`config.mk`:
```
export PLATFORM = sky130hd
export DESIGN_NAME = axi_burst_master_flat
export DESIGN_NICKNAME = d
export VERILOG_FILES = /design/src/rtl/axi_burst_master_if.sv /design/src/rtl/axi_burst_master.sv /design/src/flat_wrapper.sv
export SDC_FILE = /design/constraint.sdc
export NUM_CORES = 1
export LEC_CHECK = 0
export ABC_AREA = 0
export BUFFER_PORTS_ARGS = -buffer_cell sky130_fd_sc_hd__buf_2
export CORE_AREA = 2 2 97 99
export DETAILED_ROUTE_END_ITERATION = 10
export DIE_AREA = 0 0 99 101
export PLACE_DENSITY = 0.74
export SLEW_MARGIN = 20
export SYNTH_ARGS = -nofsm -noshare
export SYNTH_HDL_FRONTEND = slang
export SYNTH_SLANG_ARGS = --single-unit
```
`constraint.sdc`:
```
create_clock -name gpu_clk -period 2.81 [get_ports gpu_clk]
set_input_delay 0.562 -clock gpu_clk [delete_from_list [all_inputs] [get_ports gpu_clk]]
set_output_delay 0.562 -clock gpu_clk [all_outputs]
set_load 0.05 [all_outputs]
```
`src/rtl/axi_burst_master_if.sv`:
```
// AXI4 master-side bundle for the GPU host port: AW/W/B/AR/R channels with
// 32-bit data, 4-bit strobe and ADDR_WIDTH-bit byte addresses.
interface axi_burst_master_if #(
    parameter int ADDR_WIDTH = 12
);
    logic [ADDR_WIDTH-1:0] awaddr;
    logic [7:0]            awlen;
    logic [2:0]            awsize;
    logic [1:0]            awburst;
    logic                  awlock;
    logic [3:0]            awcache;
    logic [2:0]            awprot;
    logic                  awvalid;
    logic                  awready;

    logic [31:0]           wdata;
    logic [3:0]            wstrb;
    logic                  wlast;
    logic                  wvalid;
    logic                  wready;

    logic [1:0]            bresp;
    logic                  bvalid;
    logic                  bready;

    logic [ADDR_WIDTH-1:0] araddr;
    logic [7:0]            arlen;
    logic [2:0]            arsize;
    logic [1:0]            arburst;
    logic                  arlock;
    logic [3:0]            arcache;
    logic [2:0]            arprot;
    logic                  arvalid;
    logic                  arready;

    logic [31:0]           rdata;
    logic [1:0]            rresp;
    logic                  rlast;
    logic                  rvalid;
    logic                  rready;

    modport master (
        output awaddr, awlen, awsize, awburst, awlock, awcache, awprot, awvalid,
        input  awready,
        output wdata, wstrb, wlast, wvalid,
        input  wready,
        input  bresp, bvalid,
        output bready,
        output araddr, arlen, arsize, arburst, arlock, arcache, arprot, arvalid,
        input  arready,
        input  rdata, rresp, rlast, rvalid,
        output rready
    );

    modport slave (
        input  awaddr, awlen, awsize, awburst, awlock, awcache, awprot, awvalid,
        output awready,
        input  wdata, wstrb, wlast, wvalid,
        output wready,
        output bresp, bvalid,
        input  bready,
        input  araddr, arlen, arsize, arburst, arlock, arcache, arprot, arvalid,
        output arready,
        output rdata, rresp, rlast, rvalid,
        input  rready
    );
endinterface

```
`src/rtl/axi_burst_master.sv`:
```
// AXI4 INCR burst initiator: one command becomes one AW+W+B or AR+R burst.
// W and R data pass combinationally between the local streams and the bus;
// all control outputs come from registers.
module axi_burst_master #(
    parameter int ADDR_WIDTH = 12
) (
    input  logic                  gpu_clk,
    input  logic                  reset,
    input  logic                  cmd_valid,
    output logic                  cmd_ready,
    input  logic                  cmd_write,
    input  logic [ADDR_WIDTH-1:0] cmd_addr,
    input  logic [7:0]            cmd_len,
    input  logic                  wr_valid,
    output logic                  wr_ready,
    input  logic [31:0]           wr_data,
    input  logic [3:0]            wr_strb,
    output logic                  rd_valid,
    input  logic                  rd_ready,
    output logic [31:0]           rd_data,
    output logic                  rd_last,
    output logic                  done,
    output logic [1:0]            resp,
    axi_burst_master_if.master    M_AXI
);
    typedef enum logic [2:0] {S_IDLE, S_AW, S_W, S_B, S_AR, S_R} state_t;

    state_t                r_state;
    logic                  r_cmd_ready;
    logic                  r_awvalid;
    logic                  r_arvalid;
    logic                  r_bready;
    logic                  r_in_w;
    logic                  r_in_r;
    logic                  r_done;
    logic [1:0]            r_resp;
    logic [1:0]            r_rstat;
    logic [ADDR_WIDTH-1:0] r_addr;
    logic [7:0]            r_len;
    logic [7:0]            r_cnt;

    logic                  w_w_hs;
    logic                  w_r_hs;
    logic                  w_last_beat;
    logic [1:0]            w_rstat_next;
    logic                  w_unused_addr_lsb;

    assign w_w_hs            = r_in_w & wr_valid & M_AXI.wready;
    assign w_r_hs            = r_in_r & M_AXI.rvalid & rd_ready;
    assign w_last_beat       = (r_cnt == r_len);
    // First non-OKAY response seen so far, including the current beat.
    assign w_rstat_next      = (r_rstat == 2'b00) ? M_AXI.rresp : r_rstat;
    // Address is word-aligned internally; the two low bits are dropped.
    assign w_unused_addr_lsb = ^cmd_addr[1:0];

    // Burst sequencing: command capture, address phases, beat counting, completion.
    always_ff @(posedge gpu_clk) begin
        if (reset) begin
            r_state     <= S_IDLE;
            r_cmd_ready <= 1'b0;
            r_awvalid   <= 1'b0;
            r_arvalid   <= 1'b0;
            r_bready    <= 1'b0;
            r_in_w      <= 1'b0;
            r_in_r      <= 1'b0;
            r_done      <= 1'b0;
            r_resp      <= 2'b00;
            r_rstat     <= 2'b00;
            r_cnt       <= 8'd0;
        end else begin
            r_done <= 1'b0;
            case (r_state)
                S_IDLE: begin
                    r_cmd_ready <= 1'b1;
                    if (cmd_valid && r_cmd_ready) begin
                        r_cmd_ready <= 1'b0;
                        r_addr      <= {cmd_addr[ADDR_WIDTH-1:2], 2'b00};
                        r_len       <= cmd_len;
                        r_cnt       <= 8'd0;
                        r_rstat     <= 2'b00;
                        if (cmd_write) begin
                            r_awvalid <= 1'b1;
                            r_state   <= S_AW;
                        end else begin
                            r_arvalid <= 1'b1;
                            r_state   <= S_AR;
                        end
                    end
                end
                S_AW: begin
                    if (M_AXI.awready) begin
                        r_awvalid <= 1'b0;
                        r_in_w    <= 1'b1;
                        r_state   <= S_W;
                    end
                end
                S_W: begin
                    if (w_w_hs) begin
                        if (w_last_beat) begin
                            r_in_w   <= 1'b0;
                            r_bready <= 1'b1;
                            r_state  <= S_B;
                        end else begin
                            r_cnt <= r_cnt + 8'd1;
                        end
                    end
                end
                S_B: begin
                    if (M_AXI.bvalid) begin
                        r_bready    <= 1'b0;
                        r_resp      <= M_AXI.bresp;
                        r_done      <= 1'b1;
                        r_cmd_ready <= 1'b1;
                        r_state     <= S_IDLE;
                    end
                end
                S_AR: begin
                    if (M_AXI.arready) begin
                        r_arvalid <= 1'b0;
                        r_in_r    <= 1'b1;
                        r_state   <= S_R;
                    end
                end
                S_R: begin
                    if (w_r_hs) begin
                        r_rstat <= w_rstat_next;
                        if (M_AXI.rlast) begin
                            // A last beat that arrives early or late is a slave error.
                            r_resp      <= w_last_beat ? w_rstat_next : 2'b10;
                            r_in_r      <= 1'b0;
                            r_done      <= 1'b1;
                            r_cmd_ready <= 1'b1;
                            r_state     <= S_IDLE;
                        end else begin
                            r_cnt <= r_cnt + 8'd1;
                        end
                    end
                end
                default: r_state <= S_IDLE;
            endcase
        end
    end

    assign cmd_ready     = r_cmd_ready;
    assign done          = r_done;
    assign resp          = r_resp;

    assign M_AXI.awaddr  = r_addr;
    assign M_AXI.awlen   = r_len;
    assign M_AXI.awsize  = 3'b010;
    assign M_AXI.awburst = 2'b01;
    assign M_AXI.awlock  = 1'b0;
    assign M_AXI.awcache = 4'b0000;
    assign M_AXI.awprot  = 3'b000;
    assign M_AXI.awvalid = r_awvalid;

    assign M_AXI.wdata   = wr_data;
    assign M_AXI.wstrb   = wr_strb;
    assign M_AXI.wvalid  = r_in_w & wr_valid;
    assign M_AXI.wlast   = r_in_w & w_last_beat;
    assign wr_ready      = r_in_w & M_AXI.wready;

    assign M_AXI.bready  = r_bready;

    assign M_AXI.araddr  = r_addr;
    assign M_AXI.arlen   = r_len;
    assign M_AXI.arsize  = 3'b010;
    assign M_AXI.arburst = 2'b01;
    assign M_AXI.arlock  = 1'b0;
    assign M_AXI.arcache = 4'b0000;
    assign M_AXI.arprot  = 3'b000;
    assign M_AXI.arvalid = r_arvalid;

    assign rd_valid      = r_in_r & M_AXI.rvalid;
    assign M_AXI.rready  = r_in_r & rd_ready;
    assign rd_data       = M_AXI.rdata;
    assign rd_last       = r_in_r & M_AXI.rlast;
endmodule

```
`src/flat_wrapper.sv`:
```
// flat-port wrapper written by rule: the top's interface ports become plain ports
module axi_burst_master_flat 
#(
    parameter int ADDR_WIDTH = 12
)
  (gpu_clk, reset, cmd_valid, cmd_ready, cmd_write, cmd_addr, cmd_len, wr_valid, wr_ready, wr_data, wr_strb, rd_valid, rd_ready, rd_data, rd_last, done, resp, M_AXI_awaddr, M_AXI_awlen, M_AXI_awsize, M_AXI_awburst, M_AXI_awlock, M_AXI_awcache, M_AXI_awprot, M_AXI_awvalid, M_AXI_awready, M_AXI_wdata, M_AXI_wstrb, M_AXI_wlast, M_AXI_wvalid, M_AXI_wready, M_AXI_bresp, M_AXI_bvalid, M_AXI_bready, M_AXI_araddr, M_AXI_arlen, M_AXI_arsize, M_AXI_arburst, M_AXI_arlock, M_AXI_arcache, M_AXI_arprot, M_AXI_arvalid, M_AXI_arready, M_AXI_rdata, M_AXI_rresp, M_AXI_rlast, M_AXI_rvalid, M_AXI_rready);
  axi_burst_master_if #(.ADDR_WIDTH(ADDR_WIDTH)) M_AXI_i ();
  input  logic gpu_clk;
  input  logic reset;
  input  logic cmd_valid;
  output logic cmd_ready;
  input  logic cmd_write;
  input  logic [ADDR_WIDTH-1:0] cmd_addr;
  input  logic [7:0] cmd_len;
  input  logic wr_valid;
  output logic wr_ready;
  input  logic [31:0] wr_data;
  input  logic [3:0] wr_strb;
  output logic rd_valid;
  input  logic rd_ready;
  output logic [31:0] rd_data;
  output logic rd_last;
  output logic done;
  output logic [1:0] resp;
  output wire logic [$bits(M_AXI_i.awaddr)-1:0] M_AXI_awaddr;
  output wire logic [$bits(M_AXI_i.awlen)-1:0] M_AXI_awlen;
  output wire logic [$bits(M_AXI_i.awsize)-1:0] M_AXI_awsize;
  output wire logic [$bits(M_AXI_i.awburst)-1:0] M_AXI_awburst;
  output wire logic [$bits(M_AXI_i.awlock)-1:0] M_AXI_awlock;
  output wire logic [$bits(M_AXI_i.awcache)-1:0] M_AXI_awcache;
  output wire logic [$bits(M_AXI_i.awprot)-1:0] M_AXI_awprot;
  output wire logic [$bits(M_AXI_i.awvalid)-1:0] M_AXI_awvalid;
  input wire logic [$bits(M_AXI_i.awready)-1:0] M_AXI_awready;
  output wire logic [$bits(M_AXI_i.wdata)-1:0] M_AXI_wdata;
  output wire logic [$bits(M_AXI_i.wstrb)-1:0] M_AXI_wstrb;
  output wire logic [$bits(M_AXI_i.wlast)-1:0] M_AXI_wlast;
  output wire logic [$bits(M_AXI_i.wvalid)-1:0] M_AXI_wvalid;
  input wire logic [$bits(M_AXI_i.wready)-1:0] M_AXI_wready;
  input wire logic [$bits(M_AXI_i.bresp)-1:0] M_AXI_bresp;
  input wire logic [$bits(M_AXI_i.bvalid)-1:0] M_AXI_bvalid;
  output wire logic [$bits(M_AXI_i.bready)-1:0] M_AXI_bready;
  output wire logic [$bits(M_AXI_i.araddr)-1:0] M_AXI_araddr;
  output wire logic [$bits(M_AXI_i.arlen)-1:0] M_AXI_arlen;
  output wire logic [$bits(M_AXI_i.arsize)-1:0] M_AXI_arsize;
  output wire logic [$bits(M_AXI_i.arburst)-1:0] M_AXI_arburst;
  output wire logic [$bits(M_AXI_i.arlock)-1:0] M_AXI_arlock;
  output wire logic [$bits(M_AXI_i.arcache)-1:0] M_AXI_arcache;
  output wire logic [$bits(M_AXI_i.arprot)-1:0] M_AXI_arprot;
  output wire logic [$bits(M_AXI_i.arvalid)-1:0] M_AXI_arvalid;
  input wire logic [$bits(M_AXI_i.arready)-1:0] M_AXI_arready;
  input wire logic [$bits(M_AXI_i.rdata)-1:0] M_AXI_rdata;
  input wire logic [$bits(M_AXI_i.rresp)-1:0] M_AXI_rresp;
  input wire logic [$bits(M_AXI_i.rlast)-1:0] M_AXI_rlast;
  input wire logic [$bits(M_AXI_i.rvalid)-1:0] M_AXI_rvalid;
  output wire logic [$bits(M_AXI_i.rready)-1:0] M_AXI_rready;
  assign M_AXI_awaddr = M_AXI_i.awaddr;
  assign M_AXI_awlen = M_AXI_i.awlen;
  assign M_AXI_awsize = M_AXI_i.awsize;
  assign M_AXI_awburst = M_AXI_i.awburst;
  assign M_AXI_awlock = M_AXI_i.awlock;
  assign M_AXI_awcache = M_AXI_i.awcache;
  assign M_AXI_awprot = M_AXI_i.awprot;
  assign M_AXI_awvalid = M_AXI_i.awvalid;
  assign M_AXI_i.awready = M_AXI_awready;
  assign M_AXI_wdata = M_AXI_i.wdata;
  assign M_AXI_wstrb = M_AXI_i.wstrb;
  assign M_AXI_wlast = M_AXI_i.wlast;
  assign M_AXI_wvalid = M_AXI_i.wvalid;
  assign M_AXI_i.wready = M_AXI_wready;
  assign M_AXI_i.bresp = M_AXI_bresp;
  assign M_AXI_i.bvalid = M_AXI_bvalid;
  assign M_AXI_bready = M_AXI_i.bready;
  assign M_AXI_araddr = M_AXI_i.araddr;
  assign M_AXI_arlen = M_AXI_i.arlen;
  assign M_AXI_arsize = M_AXI_i.arsize;
  assign M_AXI_arburst = M_AXI_i.arburst;
  assign M_AXI_arlock = M_AXI_i.arlock;
  assign M_AXI_arcache = M_AXI_i.arcache;
  assign M_AXI_arprot = M_AXI_i.arprot;
  assign M_AXI_arvalid = M_AXI_i.arvalid;
  assign M_AXI_i.arready = M_AXI_arready;
  assign M_AXI_i.rdata = M_AXI_rdata;
  assign M_AXI_i.rresp = M_AXI_rresp;
  assign M_AXI_i.rlast = M_AXI_rlast;
  assign M_AXI_i.rvalid = M_AXI_rvalid;
  assign M_AXI_rready = M_AXI_i.rready;
  axi_burst_master #(.ADDR_WIDTH(ADDR_WIDTH)) u_core (.gpu_clk(gpu_clk), .reset(reset), .cmd_valid(cmd_valid), .cmd_ready(cmd_ready), .cmd_write(cmd_write), .cmd_addr(cmd_addr), .cmd_len(cmd_len), .wr_valid(wr_valid), .wr_ready(wr_ready), .wr_data(wr_data), .wr_strb(wr_strb), .rd_valid(rd_valid), .rd_ready(rd_ready), .rd_data(rd_data), .rd_last(rd_last), .done(done), .resp(resp), .M_AXI(M_AXI_i));
endmodule
```
# After elaboration in Yosys (flattened, before gate mapping)
# Cells that the tools add are included.
# word_totals
regBits	40
latchBits	0
ram_bits	0
mem_bits_ro	0
inputBits	104
output_inout_bits	147
elab_cells	118
mem_count	0
# op_classes
add_sub_neg	1
n_mul	0
div	0
n_lt_le_gt_ge	0
n_eq_ne	18
shift	0
muxes	54
bitwise_logic	9
n_reduce_logical	23
# ops
operator	n
two-way mux 8 bit	5
AND reduction 4 bit	7
two-way mux 3 bit	9
one-hot mux 8 bit (3 select lines)	1
two-way mux 1 bit	22
one-hot mux 3 bit (6 select lines)	1
!= test 2 bit (second input constant)	8
two-way mux 2 bit	7
nonzero test 2 bit	7
one-hot mux 1 bit (2 select lines)	6
adder 8 x 1 -> 8 bit (second input constant)	1
AND 1 bit	8
equality test 8 bit	1
!= test 2 x 1 -> 1 bit (second input constant)	4
one-hot mux 2 bit (2 select lines)	2
AND reduction 8 bit	1
equality test 3 x 2 -> 1 bit (second input constant)	2
equality test 3 bit (second input constant)	2
AND reduction 3 bit	2
AND reduction 6 bit	1
nonzero test 3 bit	2
equality test 3 x 1 -> 1 bit (second input constant)	1
logical NOT 3 bit	1
one-hot mux 1 bit (3 select lines)	1
3 further kinds	3

# Logic depth before layout (Yosys ltp)
# Gate-level depths: netlist of run 1.
# logic_depth
depth_word	6
ltp_mapped	7
ltp_nobuf	6

# Worst setup path after synthesis of run 1
# OpenSTA, ideal clock, no wires.
# synth_path
path_type	register to output
from	reg u_core.r_len[0], in the netlist u_core.M_AXI.arlen[0]
to	out M_AXI_wlast
t_arrival_ps	1991
required_ps	2248
path_slack_ps	257
stages_incl_launch_ff	6
n_path_buf	1
cell_sequence	edfxtp_1 -> xnor2_1 -> nand4_1 -> or2_1 -> clkbuf_2 -> nor2_1
# synth_between
elab_chain_cells	2
# synth_lines
item	line	rtl
from (decl)	axi_burst_master.sv:39	logic [7:0] r_len;
from (signal assigned)	axi_burst_master.sv:78	r_len <= cmd_len;
equality test 8 bit	axi_burst_master.sv:50	assign w_last_beat = (r_cnt == r_len);
AND 1 bit	axi_burst_master.sv:160	assign M_AXI.wlast = r_in_w & w_last_beat;
to (decl)	flat_wrapper.sv:36	output wire logic [$bits(M_AXI_i.wlast)-1:0] M_AXI_wlast;
# Every way passes these cells.

# Worst setup path in the final report of run 1
# layout_path
from	reg u_core.r_len[4], in the netlist u_core.M_AXI.arlen[4]
to	out M_AXI_wlast
# Same word-level chain as after synthesis.

==> impl_metrics.tcl, run 1 <==
set metrics [dict create \
    ctsResizeCount 0 \
    post-route-drc-count 0 \
    required_ns 2.25 \
    slew_violations 0 \
    async_flop_share_pct 0 \
    synthDistinctLibCells 48 \
    wirelength_um 5890 \
    grt-ovfl-total 0 \
    ant_nets 0 \
    status "complete, no violations" \
    ir_worst_vdd_uv 387 \
    clock_path_buffers 2 \
    cts.sinks 40 \
    cts_max_level 2 \
    fmax_mhz 411 \
    fin_crit_sh_pct 86.6 \
    relSlewSlack_pct 62.9 \
    pwr-share-clk_pct 20.8 \
    intPower_uw 1220 \
    cts_setup_buffers 0 \
    synth_edf_count 18 \
    grt_usage_pct 10.9 \
    synth-main-ff-cell "dfxtp_1" \
    p_leak_uw 0.00106 \
    start_util_pct 30.7 \
    cts_tree "done" \
    crit_type "flop to primary output" \
    worst_pin_slew_ns 0.556 \
    portBuffers 82 \
    clock_latency_ns 0.29 \
    switching_share_pct 45.4 \
    routed_via_density 4.75 \
    gp_congestion 0.836 \
    pwr-share-comb_pct 43.4 \
    die_h_um 101 \
    maxCapViolCount 0 \
    place_ws_ns 0.683 \
    grt_pass1_vias 1681 \
    cts-root-buf "clkbuf_8" \
    drtIter0Drc 37 \
    synth.avg_cell_area_sq_um 9.16 \
    grt_max_degree 22 \
    die-area_sq_mm 0.0100 \
    area_growth_pct -5.49 \
    start_kind "flop" \
    p_seq_share_pct 35.8 \
    synth_seq_cells 40 \
    nNetsFinal 400 \
    synth_cells 301 \
    grt_pass1_wl_um 8670 \
    num_antenna_cells 0 \
    rows 35 \
    dp_hpwl_um 4680 \
    rsz0062_at_grt "false" \
    period_needed_ns 2.43 \
    die_x_um 99 \
    netlist_area_sq_mm 0.00276 \
    setup_viol 0 \
    wl_per_cell_um 14.5 \
    powerDensity_mw_per_mm2 855 \
    drtPass1Iterations 4 \
    setup_ws_ns 0.376 \
    final_layout_size_suffix_gt1_share_pct 33.8 \
    core_sq_mm 0.00898 \
    hold_viol 0 \
    finalSetupTns_ns 0 \
    switchingPower_uw 1010 \
    ios 251 \
    yosysSeqAreaShare_pct 35.6 \
    synth_warnings 0 \
    path_max_fanout 8 \
    arrival_ns 1.87 \
    cts_hold_buf 0 \
    end_kind "primary output" \
    hp-class "input pin to flop" \
    numCtsBuffers 5 \
    cts.clk_slew.worst_paths_ns 0.08 \
    antenna_found_initial 0 \
    vias 1935 \
    clock_skew_ns 0.00962 \
]
[final timing paths]
kind | start | end | slack, ns | depth (start not counted)
setup / recovery | u_core.M_AXI.arlen[4] | M_AXI_wlast | 0.38 | 5
hold / removal | cmd_addr[2] | u_core.M_AXI.araddr[2] | 0.44 | 1
setup reg to reg | u_core.r_state[1] | u_core.r_cnt[2] | 0.71 | 5
hold reg to reg | u_core.resp[1] | u_core.resp[1] | 0.48 | 2
[logic make-up after synthesis]
group                    after synthesis  synth area share (%)
XOR/XNOR                               8                  2.54
flip-flops                            40                  35.6
adder cells (fa/ha/maj)                1                 0.454
AO/OA/AOI/OAI                         41                  11.2
multiplexers                           2                 0.726
buffers and inverters                130                  34.5
other                                  2                 0.272
AND/OR/NAND/NOR                       77                  14.8
[layout make-up]
cell class	count	area (sq um)
fill	946	6370
sequential	40	981
multi-input combinational	159	933
timing repair buffer	83	418
tap	111	139
clock buffer	5	68.8
clock inverter	3	42.5
inverter	6	22.5
[synth_stat cells (5+ instances only)]
| cell | count | area [sq um] |
|---|---|---|
| inv_1 | 5 | 18.8 |
| a21oi_1 | 10 | 50.1 |
| o21ai_0 | 5 | 25.0 |
| nor3_1 | 9 | 45.0 |
| xnor2_1 | 8 | 70.1 |
| nand2_1 | 15 | 56.3 |
| nand3_1 | 10 | 50.1 |
| buf_4 | 116 | 871 |
| nand4_1 | 6 | 37.5 |
| a32o_1 | 5 | 50.1 |
| and2_1 | 6 | 37.5 |
| nor2_1 | 11 | 41.3 |
| edfxtp_1 | 18 | 541 |
| dfxtp_1 | 22 | 440 |
[sequential cells by signal (all words and copies together) (netlist names)]
name and cells:
u_core.r_in_r 1, u_core.r_state 3, u_core.r_rstat 2, u_core.r_cnt 8, u_core.M_AXI.bready 1, u_core.M_AXI.araddr 10, u_core.cmd_ready 1, u_core.M_AXI.arlen 8
u_core.M_AXI.awvalid 1, u_core.M_AXI.arvalid 1, u_core.done 1, u_core.resp 2, u_core.r_in_w 1
[critical path, stage by stage, from the launching register on]
cell and delay (ns):
edfxtp_1 0.44, xnor2_1 0.17, nand4_1 0.19, or2_1 0.39, nor2_1 0.11, buf_2 0.27
[stage by stage]
step / utilization [%] / total power [uW] / hold slack (ns) / area [sq um] / std cells
final: 29.0 / 2230 / 0.438 / 2610 / 407
after floorplan: - / 1910 / 0.478 / 2860 / 329
after detailed placement: 27.8 / 1770 / 0.473 / 2490 / 399
after global routing: 29.0 / 2360 / 0.416 / 2610 / 407
after CTS: 29.0 / 2250 / 0.422 / 2610 / 407
after global placement: 27.8 / 1760 / 0.452 / 2490 / 399
[power groups by stage]
stage | Sequential [uW] | Combinational (uW) | Clock (uW)
after floorplan | 895 | 1010 | 0
after global placement | 808 | 951 | 0
after detailed placement | 810 | 960 | 0
after CTS | 797 | 967 | 485
after global routing | 814 | 1040 | 502
final | 798 | 967 | 463
[layout by cell type (no fill, tap or decap), types with 8 or more instances in the layout]
master	Yosys	final
xnor2_1	8	8
nor2_1	11	10
conb_1	2	30
nor3_1	9	9
buf_2	2	82
nand3_1	10	10
nand2_1	15	15
a21oi_1	10	10
edfxtp_1	18	18
dfxtp_1	22	22
[routing by layer]
| layer | share of wire, % | up-vias | track usage [%] |
|---|---|---|---|
| met4 | 3.6 | 0 | 6.11 |
| li1 | - | 878 | - |
| met3 | 9.0 | 23 | 2.84 |
| met5 | 0 | - | 0 |
| met2 | 51 | 125 | 18.9 |
| met1 | 36 | 909 | 12.3 |
Power figures use the tool's default switching activity.
==> run 2, diff against run 1 <==
SLEW_MARGIN = 5   (was 20)
clock period = 2.7 ns   (was 2.81 ns; I/O delays follow)
==> run 2 against run 1 <==
Sequential share of layout area decreased by 0.072 points; cell area increased by 0.19%; via count decreased by 2.5%; wire length decreased by 1.1%; worst hold slack got worse by 0.021 ns.
==> impl_metrics.tcl, run 2 (synthesis results as in run 1) <==
set metrics [dict create \
    status "complete, no violations" \
    numCtsBuffers 5 \
    hold_viol 0 \
    start_util_pct 30.7 \
    gp_congestion 0.826 \
    critPathSlowestCell "edfxtp_1" \
    grt_max_degree 22 \
    grt_pass1_vias 1637 \
    cts_setup_buffers 0 \
    powerDensity_mw_per_mm2 898 \
    antenna_found_initial 0 \
    die-area_sq_mm 0.0100 \
    hp-class "input pin to flop" \
    end_kind "primary output" \
    layout_common_cells "buf_2, conb_1, dfxtp_1" \
    min_to "u_core.M_AXI.arlen[5]" \
    required_ns 2.16 \
    ir_worst_vdd_uv 390 \
    reg2regPathDepth 5 \
    ff2ff_setup_slack_ns 0.58 \
    final_layout_size_suffix_gt1_share_pct 33.4 \
    dp_hpwl_um 4650 \
    ant_nets 0 \
    max_stage_delay_ns 0.43 \
    core_sq_mm 0.00898 \
    grt_usage_pct 10.7 \
    relSlewSlack_pct 62.0 \
    layout_commonest_cell "buf_2" \
    cts-root-buf "clkbuf_8" \
    cts.sinks 40 \
    ctsResizeCount 0 \
    wirelength_um 5820 \
    portBuffers 82 \
    wl_per_cell_um 14.3 \
    routed_via_density 4.63 \
    clock_skew_ns 0.00247 \
    grt-ovfl-total 0 \
    fin_cells 407 \
    post-route-drc-count 0 \
    area_growth_pct -5.31 \
    nNetsFinal 400 \
    crit_chain "xnor2_1, nand4_1, or2_1, nor2_1, buf_2" \
    num_antenna_cells 0 \
    fin_crit_sh_pct 88.1 \
    cts_hold_buf 0 \
    fill_cells 943 \
    ios 251 \
    period_needed_ns 2.38 \
    clock_latency_ns 0.29 \
    p_leak_uw 0.00107 \
    dp.cells 399 \
    slew_violations 0 \
    cts_max_level 2 \
    cts.clk_slew.worst_paths_ns 0.08 \
    start_kind "flop" \
    finalSetupTns_ns 0 \
    worst_pin_slew_ns 0.569 \
    fmax_mhz 421 \
    rsz0062_at_grt "false" \
    path_max_fanout 8 \
    vias 1886 \
    worstHoldStart "cmd_len[5]" \
    rows 35 \
    drtPass1Iterations 4 \
    die_h_um 101 \
    worstHoldPathCells 1 \
    drtIter0Drc 77 \
    reg2reg_from "u_core.r_state[1]" \
    maxCapViolCount 0 \
    reg2reg_to "u_core.r_cnt[2]" \
    arrival_ns 1.84 \
    clock_path_buffers 2 \
    setup_viol 0 \
    cts_tree "done" \
    crit_type "flop to primary output" \
    largest_register_ffs 10 \
    die_x_um 99 \
    grt_pass1_wl_um 8450 \
]
run 2: cell types whose count changed in the layout (fill, tap and decap cells not counted):
cell | previous run | this run
clkinv_1 | 1 | 2
clkinv_2 | 1 | 0
clkinvlp_4 | 1 | 0
clkbuf_8 | 5 | 6
run 2: stage by stage:
step                      cell area (sq um)  setup slack [ns]  util, %  hold WS (ns)  power [uW]
after CTS                              2610             0.251     29.1         0.405        2360
after global placement                 2490             0.607     27.8         0.451        1830
after detailed placement               2490             0.588     27.8         0.484        1840
final                                  2610             0.322     29.1         0.417        2340
after global routing                   2610             0.132     29.1         0.403        2470
after floorplan                        2860             0.169        -         0.478        1990
run 2: how the worst max path moves through the flow:
stage / start / end / cells after the start / slack [ns]
after floorplan: u_core.M_AXI.arlen[0] / M_AXI_wlast / 5 / 0.17
after global placement: u_core.M_AXI.arlen[0] / M_AXI_wlast / 5 / 0.61
after detailed placement: u_core.M_AXI.arlen[4] / M_AXI_wlast / 5 / 0.59
after CTS: u_core.M_AXI.arlen[4] / M_AXI_wlast / 5 / 0.25
after global routing: u_core.M_AXI.arlen[0] / M_AXI_wlast / 5 / 0.13
final: u_core.M_AXI.arlen[4] / M_AXI_wlast / 5 / 0.32
run 2: power by group:
part	internal, uW	switching (uW)	leakage [uW]
logic	273	730	0.000669
clock network	298	214	0.0000588
registers	719	110	0.000342
total	1290	1050	0.00107
run 2: final cells by class:
| cell class | instances | area [sq um] | area share (%) |
|---|---|---|---|
| Sequential cell | 40 | 981 | 37.6 |
| Clock buffer | 6 | 82.6 | 3.16 |
| Tap cell | 111 | 139 | 5.32 |
| Inverter | 6 | 22.5 | 0.863 |
| Clock inverter | 2 | 33.8 | 1.29 |
| Timing Repair Buffer | 83 | 418 | 16.0 |
| Multi-Input combinational cell | 159 | 933 | 35.8 |
run 2: routing by layer:
| metal | GRT usage, % | part of all wire (%) |
|---|---|---|
| met1 | 12.3 | 36 |
| met2 | 18.5 | 51 |
| met3 | 2.91 | 9.2 |
| met4 | 4.95 | 3.3 |
| met5 | 0 | 0 |
run 2: worst max-delay path, delay by kind of cell (launching register included):
family        cells  cell delay, ns
buf+inv           1            0.27
xor+xnor          1            0.18
simple gates      3            0.66
flops             1            0.43
==> run 3, diff against run 2 <==
CTS_BUF_LIST = sky130_fd_sc_hd__clkbuf_16   (was unset)
clock period = 2.54 ns   (was 2.7 ns; I/O delays follow)
==> run 3 against run 2 <==
Power up 17%; highest routed layer unchanged; critical path depth unchanged; cell area up 2.8%; first-iteration DRC count up 5.2%; sequential share of layout area down 1.0 points.
==> impl_metrics.tcl, run 3 (synthesis results as in run 1) <==
set metrics [dict create \
    place_area_sq_mm 0.00249 \
    antenna_found_initial 0 \
    multi_input_area_sq_um 933 \
    layout_commonest_cell "buf_2" \
    reg2reg_from "u_core.r_state[1]" \
    cts.clk_slew.worst_paths_ns 0.06 \
    cts_tree "done" \
    largest_register_ffs 10 \
    fin_crit_sh_pct 90.7 \
    grt_pass1_vias 1607 \
    fmax_mhz 434 \
    reg2reg_to "u_core.r_cnt[2]" \
    status "complete, no violations" \
    dp_hpwl_um 4530 \
    cts_max_level 2 \
    critPathSlowestCell "edfxtp_1" \
    clock_path_buffers 2 \
    crit_chain "xnor2_1, nand4_1, or2_1, nor2_1, buf_2" \
    cts_setup_buffers 0 \
    cts_hold_buf 0 \
    maxCapViolCount 0 \
    area_growth_pct -2.68 \
    slew_violations 0 \
    cts-root-buf "clkbuf_16" \
    post-route-drc-count 0 \
    ff2ff_setup_slack_ns 0.43 \
    start_util_pct 30.7 \
    dp.cells 399 \
    wirelength_um 5700 \
    layout_common_cells "buf_2, conb_1, dfxtp_1" \
    fill_cells 926 \
    regArea_sq_um 981 \
    required_ns 2.03 \
    grt_usage_pct 10.5 \
    setup_viol 0 \
    drtPass1Iterations 4 \
    ant_nets 0 \
    vias 1877 \
    arrival_ns 1.80 \
    end_kind "primary output" \
    min_to "u_core.M_AXI.araddr[11]" \
    relSlewSlack_pct 62.6 \
    crit_type "flop to primary output" \
    nNetsFinal 400 \
    ios 251 \
    max_stage_delay_ns 0.44 \
    clock_latency_ns 0.28 \
    wl_per_cell_um 14.0 \
    reg2regPathDepth 5 \
    path_max_fanout 8 \
    gp_congestion 0.831 \
    start_kind "flop" \
    grt_max_degree 22 \
    ctsResizeCount 0 \
    finalSetupTns_ns 0 \
    rsz0062_at_grt "false" \
    rows 35 \
    cts.sinks 40 \
    core_sq_mm 0.00898 \
    clock_skew_ns 0.00560 \
    period_needed_ns 2.30 \
    powerDensity_mw_per_mm2 1020 \
    fin_cells 407 \
    die_h_um 101 \
    ir_worst_vdd_uv 506 \
    hold_viol 0 \
    numCtsBuffers 5 \
    fin_area_sq_mm 0.00268 \
    final_layout_size_suffix_gt1_share_pct 33.4 \
    worstHoldPathCells 1 \
    p_leak_uw 0.00111 \
    die-area_sq_mm 0.0100 \
    drtIter0Drc 81 \
    grt_pass1_wl_um 8510 \
    num_antenna_cells 0 \
    worstHoldStart "cmd_addr[11]" \
    routed_via_density 4.61 \
    die_x_um 99 \
    portBuffers 82 \
    place_ws_ns 0.467 \
    grt-ovfl-total 0 \
    hp-class "input pin to flop" \
    worst_pin_slew_ns 0.560 \
    setup_ws_ns 0.235 \
]
-- run 3: cell types whose count changed in the layout (fill, tap and decap cells not counted), sizes merged --
cell	change
clkinv	-1
bufinv	+1
clkbuf	-1
inv	+1
-- run 3: area by class of cell --
type / count / area share (%)
sequential: 40 / 36.6
multi-input combinational: 159 / 34.8
clock buffer: 5 / 4.66
timing repair buffer: 83 / 15.6
tap: 111 / 5.18
inverter: 6 / 0.840
clock inverter: 3 / 2.38
-- run 3: metal layers --
| metal | global-route usage [%] | vias up | part of all wire, % |
|---|---|---|---|
| met5 | 0 | - | 0 |
| met1 | 12.4 | 852 | 37 |
| met2 | 17.9 | 118 | 50 |
| li1 | - | 883 | - |
| met4 | 4.74 | 0 | 3.3 |
| met3 | 2.91 | 24 | 9.7 |
-- run 3: worst max path at each step --
stage	startpoint	to	slack (ns)	cells past startpoint
after floorplan	u_core.M_AXI.arlen[0]	M_AXI_wlast	0.04	5
after global placement	u_core.r_state[1]	u_core.r_cnt[2]	0.48	5
after detailed placement	u_core.r_state[1]	u_core.r_cnt[2]	0.47	5
after CTS	u_core.M_AXI.arlen[0]	M_AXI_wlast	0.17	5
after global routing	u_core.M_AXI.arlen[3]	M_AXI_wlast	0.07	5
final	u_core.M_AXI.arlen[0]	M_AXI_wlast	0.24	5
-- run 3: metrics by stage --
| step | total power (uW) | util [%] | hold WS, ns |
|---|---|---|---|
| finish | 2750 | 29.9 | 0.398 |
| detailed placement | 1950 | 27.8 | 0.453 |
| global placement | 1950 | 27.8 | 0.447 |
| CTS | 2760 | 29.9 | 0.393 |
| global route | 2890 | 29.9 | 0.390 |
| floorplan | 2110 | - | 0.478 |
-- run 3: critical path: cells and delay by family (launching register included) --
kind | cells | cell delay [ns]
flops | 1 | 0.44
xor+xnor | 1 | 0.16
buf+inv | 1 | 0.27
simple gates | 3 | 0.66
-- run 3: where the power goes --
part	total (uW)	switching, uW	internal (uW)
Sequential	885	119	766
Combinational	1060	769	290
Clock	804	244	559
Total	2750	1130	1610
